## config.mk

```make
export PLATFORM = sky130hd
export DESIGN_NAME = multicycle_controller_flat
export DESIGN_NICKNAME = d
export VERILOG_FILES = /design/src/rtl/multicycle_controller_if.sv /design/src/rtl/multicycle_controller.sv /design/src/flat_wrapper.sv
export SDC_FILE = /design/constraint.sdc
export NUM_CORES = 1
export LEC_CHECK = 0
export ABC_CLOCK_PERIOD_IN_PS = 1900
export CAP_MARGIN = 25
export CORE_MARGIN = 3
export CORE_UTILIZATION = 30
export CTS_CLUSTER_SIZE = 24
export DETAILED_ROUTE_END_ITERATION = 7
export DONT_BUFFER_PORTS = 1
export PLACE_DENSITY_LB_ADDON = 0.25
export SLEW_MARGIN = 20
export SYNTH_ARGS = -nofsm -noshare
export SYNTH_HDL_FRONTEND = slang
export SYNTH_SLANG_ARGS = --single-unit
```

## constraint.sdc

```tcl
create_clock -name clk -period 1.9 [get_ports clk]
set_clock_uncertainty 0.1 [all_clocks]
set_input_delay 0.285 -clock clk [delete_from_list [all_inputs] [get_ports clk]]
set_output_delay 0.285 -clock clk [all_outputs]
set_load 0.03 [all_outputs]
```

## src/rtl/multicycle_controller_if.sv

```systemverilog
// Instruction-issue handshake between an instruction source (master)
// and the multicycle controller (slave).
interface multicycle_controller_if;
    logic        instr_valid;
    logic [31:0] instr;
    logic        instr_ready;

    modport master (
        output instr_valid,
        output instr,
        input  instr_ready
    );

    modport slave (
        input  instr_valid,
        input  instr,
        output instr_ready
    );
endinterface

```

## src/rtl/multicycle_controller.sv

```systemverilog
// Multicycle sequencer: latches one I-type instruction, walks it through
// DECODE/EXEC/MEM/WB and drives datapath selects plus one-cycle write strobes.
module multicycle_controller #(
    parameter int PC_W  = 8,
    parameter int CNT_W = 16
) (
    input  logic                 clk,
    input  logic                 rst,
    multicycle_controller_if.slave bus,
    output logic                 RegDst,
    output logic                 ALUSrc,
    output logic [2:0]           ALUControl,
    output logic                 MemtoReg,
    output logic                 RegWrite,
    output logic                 MemWrite,
    output logic                 busy,
    output logic [PC_W-1:0]      pc,
    output logic [CNT_W-1:0]     retired
);

    typedef enum logic [2:0] {
        S_IDLE   = 3'd0,
        S_DECODE = 3'd1,
        S_EXEC   = 3'd2,
        S_MEM    = 3'd3,
        S_WB     = 3'd4
    } state_t;

    localparam logic [PC_W-1:0]  PC_ONE  = 1;
    localparam logic [CNT_W-1:0] CNT_ONE = 1;
    localparam logic [CNT_W-1:0] CNT_MAX = '1;

    state_t            state_reg;
    logic [31:0]       ir_reg;
    logic [5:0]        sel_reg;
    logic              instr_ready_reg;
    logic              reg_write_reg;
    logic              mem_write_reg;
    logic [PC_W-1:0]   pc_reg;
    logic [CNT_W-1:0]  retired_reg;
    logic [CNT_W-1:0]  retired_next;

    // Saturating increment used on every return to IDLE.
    assign retired_next = (retired_reg == CNT_MAX) ? retired_reg : retired_reg + CNT_ONE;

    always_ff @(posedge clk) begin
        if (rst) begin
            state_reg       <= S_IDLE;
            ir_reg          <= '0;
            sel_reg         <= '0;
            instr_ready_reg <= 1'b1;
            reg_write_reg   <= 1'b0;
            mem_write_reg   <= 1'b0;
            pc_reg          <= '0;
            retired_reg     <= '0;
        end else begin
            case (state_reg)
                S_IDLE: begin
                    reg_write_reg <= 1'b0;
                    mem_write_reg <= 1'b0;
                    if (bus.instr_valid && instr_ready_reg) begin
                        ir_reg          <= bus.instr;
                        sel_reg         <= bus.instr[31:26];
                        pc_reg          <= pc_reg + PC_ONE;
                        instr_ready_reg <= 1'b0;
                        state_reg       <= S_DECODE;
                    end
                end
                S_DECODE: begin
                    if (ir_reg == 32'd0) begin
                        state_reg       <= S_IDLE;
                        instr_ready_reg <= 1'b1;
                        sel_reg         <= '0;
                        retired_reg     <= retired_next;
                    end else begin
                        state_reg <= S_EXEC;
                    end
                end
                S_EXEC: begin
                    state_reg <= S_MEM;
                    // Strobes are registered, so they are set one state early.
                    if (!ir_reg[26]) begin
                        mem_write_reg <= 1'b1;
                    end
                end
                S_MEM: begin
                    mem_write_reg <= 1'b0;
                    if (ir_reg[26]) begin
                        state_reg     <= S_WB;
                        reg_write_reg <= 1'b1;
                    end else begin
                        state_reg       <= S_IDLE;
                        instr_ready_reg <= 1'b1;
                        sel_reg         <= '0;
                        retired_reg     <= retired_next;
                    end
                end
                S_WB: begin
                    reg_write_reg   <= 1'b0;
                    state_reg       <= S_IDLE;
                    instr_ready_reg <= 1'b1;
                    sel_reg         <= '0;
                    retired_reg     <= retired_next;
                end
                default: begin
                    state_reg       <= S_IDLE;
                    instr_ready_reg <= 1'b1;
                    sel_reg         <= '0;
                    reg_write_reg   <= 1'b0;
                    mem_write_reg   <= 1'b0;
                end
            endcase
        end
    end

    assign bus.instr_ready = instr_ready_reg;
    assign busy            = ~instr_ready_reg;
    assign RegDst          = sel_reg[5];
    assign ALUSrc          = sel_reg[4];
    assign MemtoReg        = sel_reg[0];
    assign RegWrite        = reg_write_reg;
    assign MemWrite        = mem_write_reg;
    assign pc              = pc_reg;
    assign retired         = retired_reg;

    generate
        for (genvar gi = 0; gi < 3; gi++) begin : g_alu_ctrl
            assign ALUControl[gi] = sel_reg[gi+1];
        end
    endgenerate

endmodule
```

## src/flat_wrapper.sv

```systemverilog
// flat-port wrapper written by rule: the top's interface ports become plain ports
module multicycle_controller_flat 
#(
    parameter int PC_W  = 8,
    parameter int CNT_W = 16
)
  (clk, rst, RegDst, ALUSrc, ALUControl, MemtoReg, RegWrite, MemWrite, busy, pc, retired, bus_instr_valid, bus_instr, bus_instr_ready);
  multicycle_controller_if bus_i ();
  input  logic clk;
  input  logic rst;
  output logic RegDst;
  output logic ALUSrc;
  output logic [2:0] ALUControl;
  output logic MemtoReg;
  output logic RegWrite;
  output logic MemWrite;
  output logic busy;
  output logic [PC_W-1:0] pc;
  output logic [CNT_W-1:0] retired;
  input wire logic [$bits(bus_i.instr_valid)-1:0] bus_instr_valid;
  input wire logic [$bits(bus_i.instr)-1:0] bus_instr;
  output wire logic [$bits(bus_i.instr_ready)-1:0] bus_instr_ready;
  assign bus_i.instr_valid = bus_instr_valid;
  assign bus_i.instr = bus_instr;
  assign bus_instr_ready = bus_i.instr_ready;
  multicycle_controller #(.PC_W(PC_W), .CNT_W(CNT_W)) u_core (.clk(clk), .rst(rst), .bus(bus_i), .RegDst(RegDst), .ALUSrc(ALUSrc), .ALUControl(ALUControl), .MemtoReg(MemtoReg), .RegWrite(RegWrite), .MemWrite(MemWrite), .busy(busy), .pc(pc), .retired(retired));
endmodule
```

==> results of run 1 <==
[metal layers]
metal	global-route usage, %	up-vias	wire (um)
li1	-	1306	-
met2	23.3	59	3650
met1	16.9	1220	3290
met4	3.99	0	53
met3	6.83	4	546
met5	0	-	0
[worst max-delay path, cell delays in order, from the launching register on]
cell	delay [ns]
dfxtp_2	0.34
nor4_4	0.29
and4_4	0.34
a21oi_4	0.12
or4_1	0.51
a21oi_1	0.14
[power by group through the flow]
stage | Sequential (W) | Combinational, W | Clock, W
final | 0.00162 | 0.000631 | 0.00131
after global routing | 0.00164 | 0.000705 | 0.00141
after CTS | 0.00162 | 0.000624 | 0.00134
after detailed placement | 0.00164 | 0.000535 | 0
after global placement | 0.00164 | 0.000527 | 0
after floorplan | 0.00166 | 0.000350 | 0
[stage by stage]
| stage | worst slack [ns] | cells |
|---|---|---|
| floorplan | -0.0117 | 353 |
| global placement | -0.304 | 499 |
| detailed placement | -0.363 | 499 |
| CTS | -0.0125 | 520 |
| global route | -0.116 | 521 |
| finish | -0.0164 | 521 |
[logic make-up (layout without fill, tap and decap cells)]
logic type      Yosys count  in the layout  share of synthesized area, %
simple gates            165            165                          28.6
compound gates           77             79                          14.3
flops                    68             68                          46.9
buf+inv                  26             63                          3.88
mux                       8              8                          3.40
xor+xnor                  7              7                          2.11
fa+ha+maj                 2              2                         0.861
[path summary, 6_finish.rpt]
kind | start | to | cells after the start
setup reg to reg | u_core.ir_reg[31]$_SDFFE_PP0P_ | u_core.retired[10]$_SDFFE_PP0P_ | 5
hold reg to reg | u_core.ir_reg[7]$_SDFFE_PP0P_ | u_core.ir_reg[7]$_SDFFE_PP0P_ | 2
setup / recovery | u_core.ir_reg[31]$_SDFFE_PP0P_ | u_core.retired[10]$_SDFFE_PP0P_ | 5
hold / removal | rst | u_core.retired[14]$_SDFFE_PP0P_ | 1
[cell usage in the layout (no fill, tap or decap), types with 3 or more instances in the layout]
| cell | count |
|---|---|
| dlygate4sd3_1 | 3 |
| nand4_1 | 6 |
| a21oi_2 | 3 |
| dfxtp_1 | 46 |
| buf_4 | 35 |
| nand2_1 | 78 |
| a21oi_1 | 52 |
| or3_1 | 3 |
| o21ai_0 | 10 |
| inv_1 | 3 |
| nor4_4 | 3 |
| nand2b_1 | 4 |
| nor3_1 | 4 |
| buf_6 | 4 |
| nor2b_1 | 5 |
| or4_1 | 5 |
| nor2_1 | 20 |
| nand3_1 | 7 |
| or4_4 | 3 |
| nor4_1 | 4 |
| nor4_2 | 7 |
| xor2_1 | 4 |
| dfxtp_2 | 12 |
| dfxtp_4 | 10 |
| xnor2_1 | 3 |
| clkbuf_8 | 11 |
| a21oi_4 | 3 |
| o31ai_1 | 7 |
| mux2_4 | 5 |
[final cells by class]
class                      instances  area share, %
clock inverter                     2           1.01
timing repair buffer              44           9.81
inverter                           3          0.292
multi-input combinational        261           43.2
sequential                        68           36.7
tap                              129           4.19
clock buffer                      14           4.78
[repair_timing]
item,CTS,global route
pin swaps,22,17
resized for setup,25,18
setup endpoints to repair,23,29
cloned,2,0
endpoints found under the hold margin,61,58
buffers inserted,0,2
==> metrics, run 1 <==
status=finished, violations left; failing checks=negative hold slack, negative setup slack; number of clock sinks=68; Starting Density=31.1%; Detailed Routing Iterations Pass 1=4; final hold slack=-0.108 ns; clock-pin transition on the worst setup and hold timing paths=0.08 ns; Detail Route Antenna Nets=0; RSZ-0062 raised after global routing=true; P_sw=0.00102 W; clk_lat worst skew=0.34 ns; Cell Int Power=0.00254 W; Reg2Reg Setup Slack=-0.02 ns; initial antenna violation count=0; Max rail drop VDD=0.437 mV; CTS Root Cell=clkbuf_8; Fill cells=945; area grow syn2layout=32.5%; DP HPWL=5.01 mm; global-route wire length before repair=12.8 mm; number of I/O pins=69; share of the synthesized area in the top cell type=46.9%; CP required=2.07 ns; number of max-cap violations=0; total gr overflow=0; clock buffer depth=2; PortBufs=0; CTS HTree Levels=3; Synth top cells by count=nand2_1, dfxtp_1, a21oi_1; Fin Setup TNS=-0.0219 ns; post-layout util=41.3%; clock share of power=36.7%; Tmin final=1.92 ns; vias per inst=4.97; Max Slew Vio Count=0; top post-synthesis cells by area=dfxtp_1, nand2_1, a21oi_1; number of synthesized flops with an enable pin=0; fin area=3850 um2; max reg flops=32; Hold WC Path Type=in2reg; Setup-failing EPs final=3; CTS tree=yes; Netlist cell types=39; sequential share of power=45.5%; routability congestion estimate=0.760; # nets final=424; drt total wl=7.55 mm; Max-slew headroom=69.5%; area of the multi-input gates=1660 um2; dominant synthesized flop cell=dfxtp_1; Tcrit/Tclk final=101%; vias in the first global route=2,557; Die Span X=104 um; Final WS setup=-0.0164 ns; DR DRC count=0; Net Sw Frac=28.7%; Rows=35; Die Span Y=104 um; P_leak=1.37 nW; Worst-Margin Slew=0.456 ns; Power, Total=0.00356 W; Antenna Cells=0; flops & latches, synth=68; pin count of the biggest net entering global routing=76; Synth async-reset ratio=0%; TritonCTS buffer count=9; yosys synthesis warning count=0; sequential-to-total area share from yosys stat=46.9%; syn nets=390; Fmax achieved=522 MHz; Mapped Cells=353; Reg area=1410 um2; critical path class=reg2reg; DR WL/cell=14.5 um; final hold viol count=57; die area=10,900 um2; Mapped Avg Cell Area=8.23 um2; CP endpoint kind=register; Placement Cell Area=3380 um2; crit path launch type=register; share of cells above drive strength 1=29.3%; Core Area=9330 um2; Comb pwr share=17.7%; Total Routing Usage GR=14.4%; Initial DRC Count=83; critical path data arrival time=2.08 ns; DR vias=2,589; post-synth top area cell=dfxtp_1; top-count cell post-synth=nand2_1; hold buffer count at cts=4; area of the mapped netlist=2910 um2; power density over the cells=925 nW/um2; Critical Path Fanout Max=6
Power figures use the tool's default switching activity.
==> run 2: changes to the inputs <==
CTS_CLUSTER_SIZE = 20   (was 24)
RECOVER_POWER = 25   (was not set)
==> run 2 against run 1 <==
Against the previous run: the run still ends with negative hold slack, negative setup slack left; clock power about the same; sequential cell count did not move; die area stayed put; non-clock buffer count stayed put; via count is 0.15% higher; critical endpoint unchanged; largest power group unchanged.
==> metrics, run 2 (synthesis results as in run 1) <==
PortBufs=0 (unchanged); Tcrit/Tclk final=101% (about the same); crit path launch type=register (unchanged); Critical Path Max Stage Delay=0.51 ns (about the same); routability congestion estimate=0.760 (unchanged); number of clock sinks=68 (unchanged); Setup-failing EPs final=4 (was 3); final hold viol count=57 (unchanged); critical path data arrival time=2.08 ns (about the same); leading cell type in the layout, fill and taps excluded=nand2_1 (unchanged); DP HPWL=5.01 mm (unchanged); critical path class=reg2reg (unchanged); Initial DRC Count=79 (was 83); die area=10,900 um2 (unchanged); CTS HTree Levels=3 (unchanged); Core Area=9330 um2 (unchanged); Hold WC Path Type=in2reg (unchanged); CTS tree=yes (unchanged); CP endpoint kind=register (unchanged); clock-pin transition on the worst setup and hold timing paths=0.08 ns (about the same); Max Slew Vio Count=0 (unchanged); area grow syn2layout=31.4% (was 32.5%); Antenna Cells=0 (unchanged); CP required=2.07 ns (about the same); Worst-Margin Slew=0.522 ns (was 0.456 ns); Max-slew headroom=65.2% (was 69.5%); status=finished, violations left (unchanged); # nets final=424 (unchanged); Fin Setup TNS=-0.0281 ns (was -0.0219 ns); power density over the cells=932 nW/um2 (was 925 nW/um2); Die Span Y=104 um (unchanged); fin area=3820 um2 (was 3850 um2); vias per inst=4.98 (was 4.97); share of cells above drive strength 1=27.0% (was 29.3%); Critical Path Fanout Max=6 (unchanged); Placement Cell Area=3380 um2 (unchanged); final hold slack=-0.106 ns (was -0.108 ns); hold buffer count at cts=4 (unchanged); max reg flops=32 (unchanged); Total Routing Usage GR=14.4% (unchanged); P_leak=1.34 nW (was 1.37 nW); Crit-path slowest cell=or4_1 (unchanged); failing checks=negative hold slack, negative setup slack (unchanged); TritonCTS buffer count=9 (unchanged); CP cell instances=nor4_4 -> and4_4 -> a21oi_4 -> or4_1 -> a21oi_1 (unchanged); Detail Route Antenna Nets=0 (unchanged); DR DRC count=0 (unchanged); number of I/O pins=69 (unchanged); Starting Density=31.1% (unchanged); vias in the first global route=2,557 (unchanged); RSZ-0062 raised after global routing=true (unchanged); Rows=35 (unchanged); Final WS setup=-0.0186 ns (was -0.0164 ns); clock buffer depth=2 (unchanged); DR WL/cell=14.5 um (about the same); Tmin final=1.92 ns (about the same); Die Span X=104 um (unchanged); clk_lat worst skew=0.34 ns (about the same); number of max-cap violations=0 (unchanged); drt total wl=7.57 mm (was 7.55 mm); Fmax achieved=521 MHz (was 522 MHz); DR vias=2,593 (was 2,589); global-route wire length before repair=12.8 mm (unchanged); Detailed Routing Iterations Pass 1=4 (unchanged); pin count of the biggest net entering global routing=76 (unchanged); CTS Root Cell=clkbuf_8 (unchanged); total gr overflow=0 (unchanged); Max rail drop VDD=0.437 mV (about the same); commonest non-fill, non-tap cells in the layout=nand2_1, a21oi_1, dfxtp_1 (unchanged); initial antenna violation count=0 (unchanged)
[run 2: cell count changes in the layout (fill, tap and decap cells not counted)]
cell	change
buf_4	-9
clkbuf_1	+9
[run 2: layout make-up]
type	count	area [um2]
inverters	3	11.3
clock inverters	2	38.8
well taps	129	161
clock buffers	14	184
repair buffers	44	344
fillers	949	5510
flip-flops and latches	68	1410
multi-input cells	261	1660
[run 2: metal layers]
metal	share of wire (%)	wire, um	global-route usage [%]	up-vias
li1	-	-	-	1306
met4	0.75	57	3.99	0
met5	0	0	0	-
met3	7.1	534	6.83	6
met2	48	3640	23.3	59
met1	44	3330	16.9	1222
[run 2: power breakdown]
group / internal (W) / total [W] / switching [W]
combinational: 0.000256 / 0.000628 / 0.000372
sequential: 0.00152 / 0.00162 / 0.000105
clock: 0.000762 / 0.00131 / 0.000544
total: 0.00254 / 0.00356 / 0.00102
[run 2: critical path: cells and delay by family (launching register included)]
| family | cells | cell delay, ns |
|---|---|---|
| and+or+nand+nor | 3 | 1.14 |
| AOI/OAI and AO/OA | 2 | 0.26 |
| DFF | 1 | 0.34 |
[run 2: what timing repair did]
| action | 4_1_cts | 5_1_grt |
|---|---|---|
| gates cloned | 2 | 0 |
| setup endpoints to repair | 23 | 29 |
| resized for setup | 25 | 18 |
| buffers inserted | 0 | 2 |
| pin swaps | 22 | 17 |
| hold endpoints to repair | 61 | 58 |
[run 2: final timing paths]
path | cells after the start | slack (ns) | from | to
max | 5 | -0.02 | u_core.ir_reg[31]$_SDFFE_PP0P_ | u_core.retired[10]$_SDFFE_PP0P_
min | 1 | -0.11 | rst | u_core.retired[14]$_SDFFE_PP0P_
max reg2reg | 5 | -0.02 | u_core.ir_reg[31]$_SDFFE_PP0P_ | u_core.retired[10]$_SDFFE_PP0P_
min reg2reg | 2 | 0.36 | u_core.ir_reg[7]$_SDFFE_PP0P_ | u_core.ir_reg[7]$_SDFFE_PP0P_
[run 2: through the flow]
step	worst slack [ns]	util, %	instances	power [W]	hold slack (ns)
after floorplan	-0.0117	-	353	0.00201	0.321
after global placement	-0.304	36.2	499	0.00217	0.255
after detailed placement	-0.363	36.2	499	0.00218	0.254
after CTS	-0.0125	40.5	520	0.00358	-0.119
after global routing	-0.116	40.9	521	0.00375	-0.146
final	-0.0186	40.9	521	0.00356	-0.106
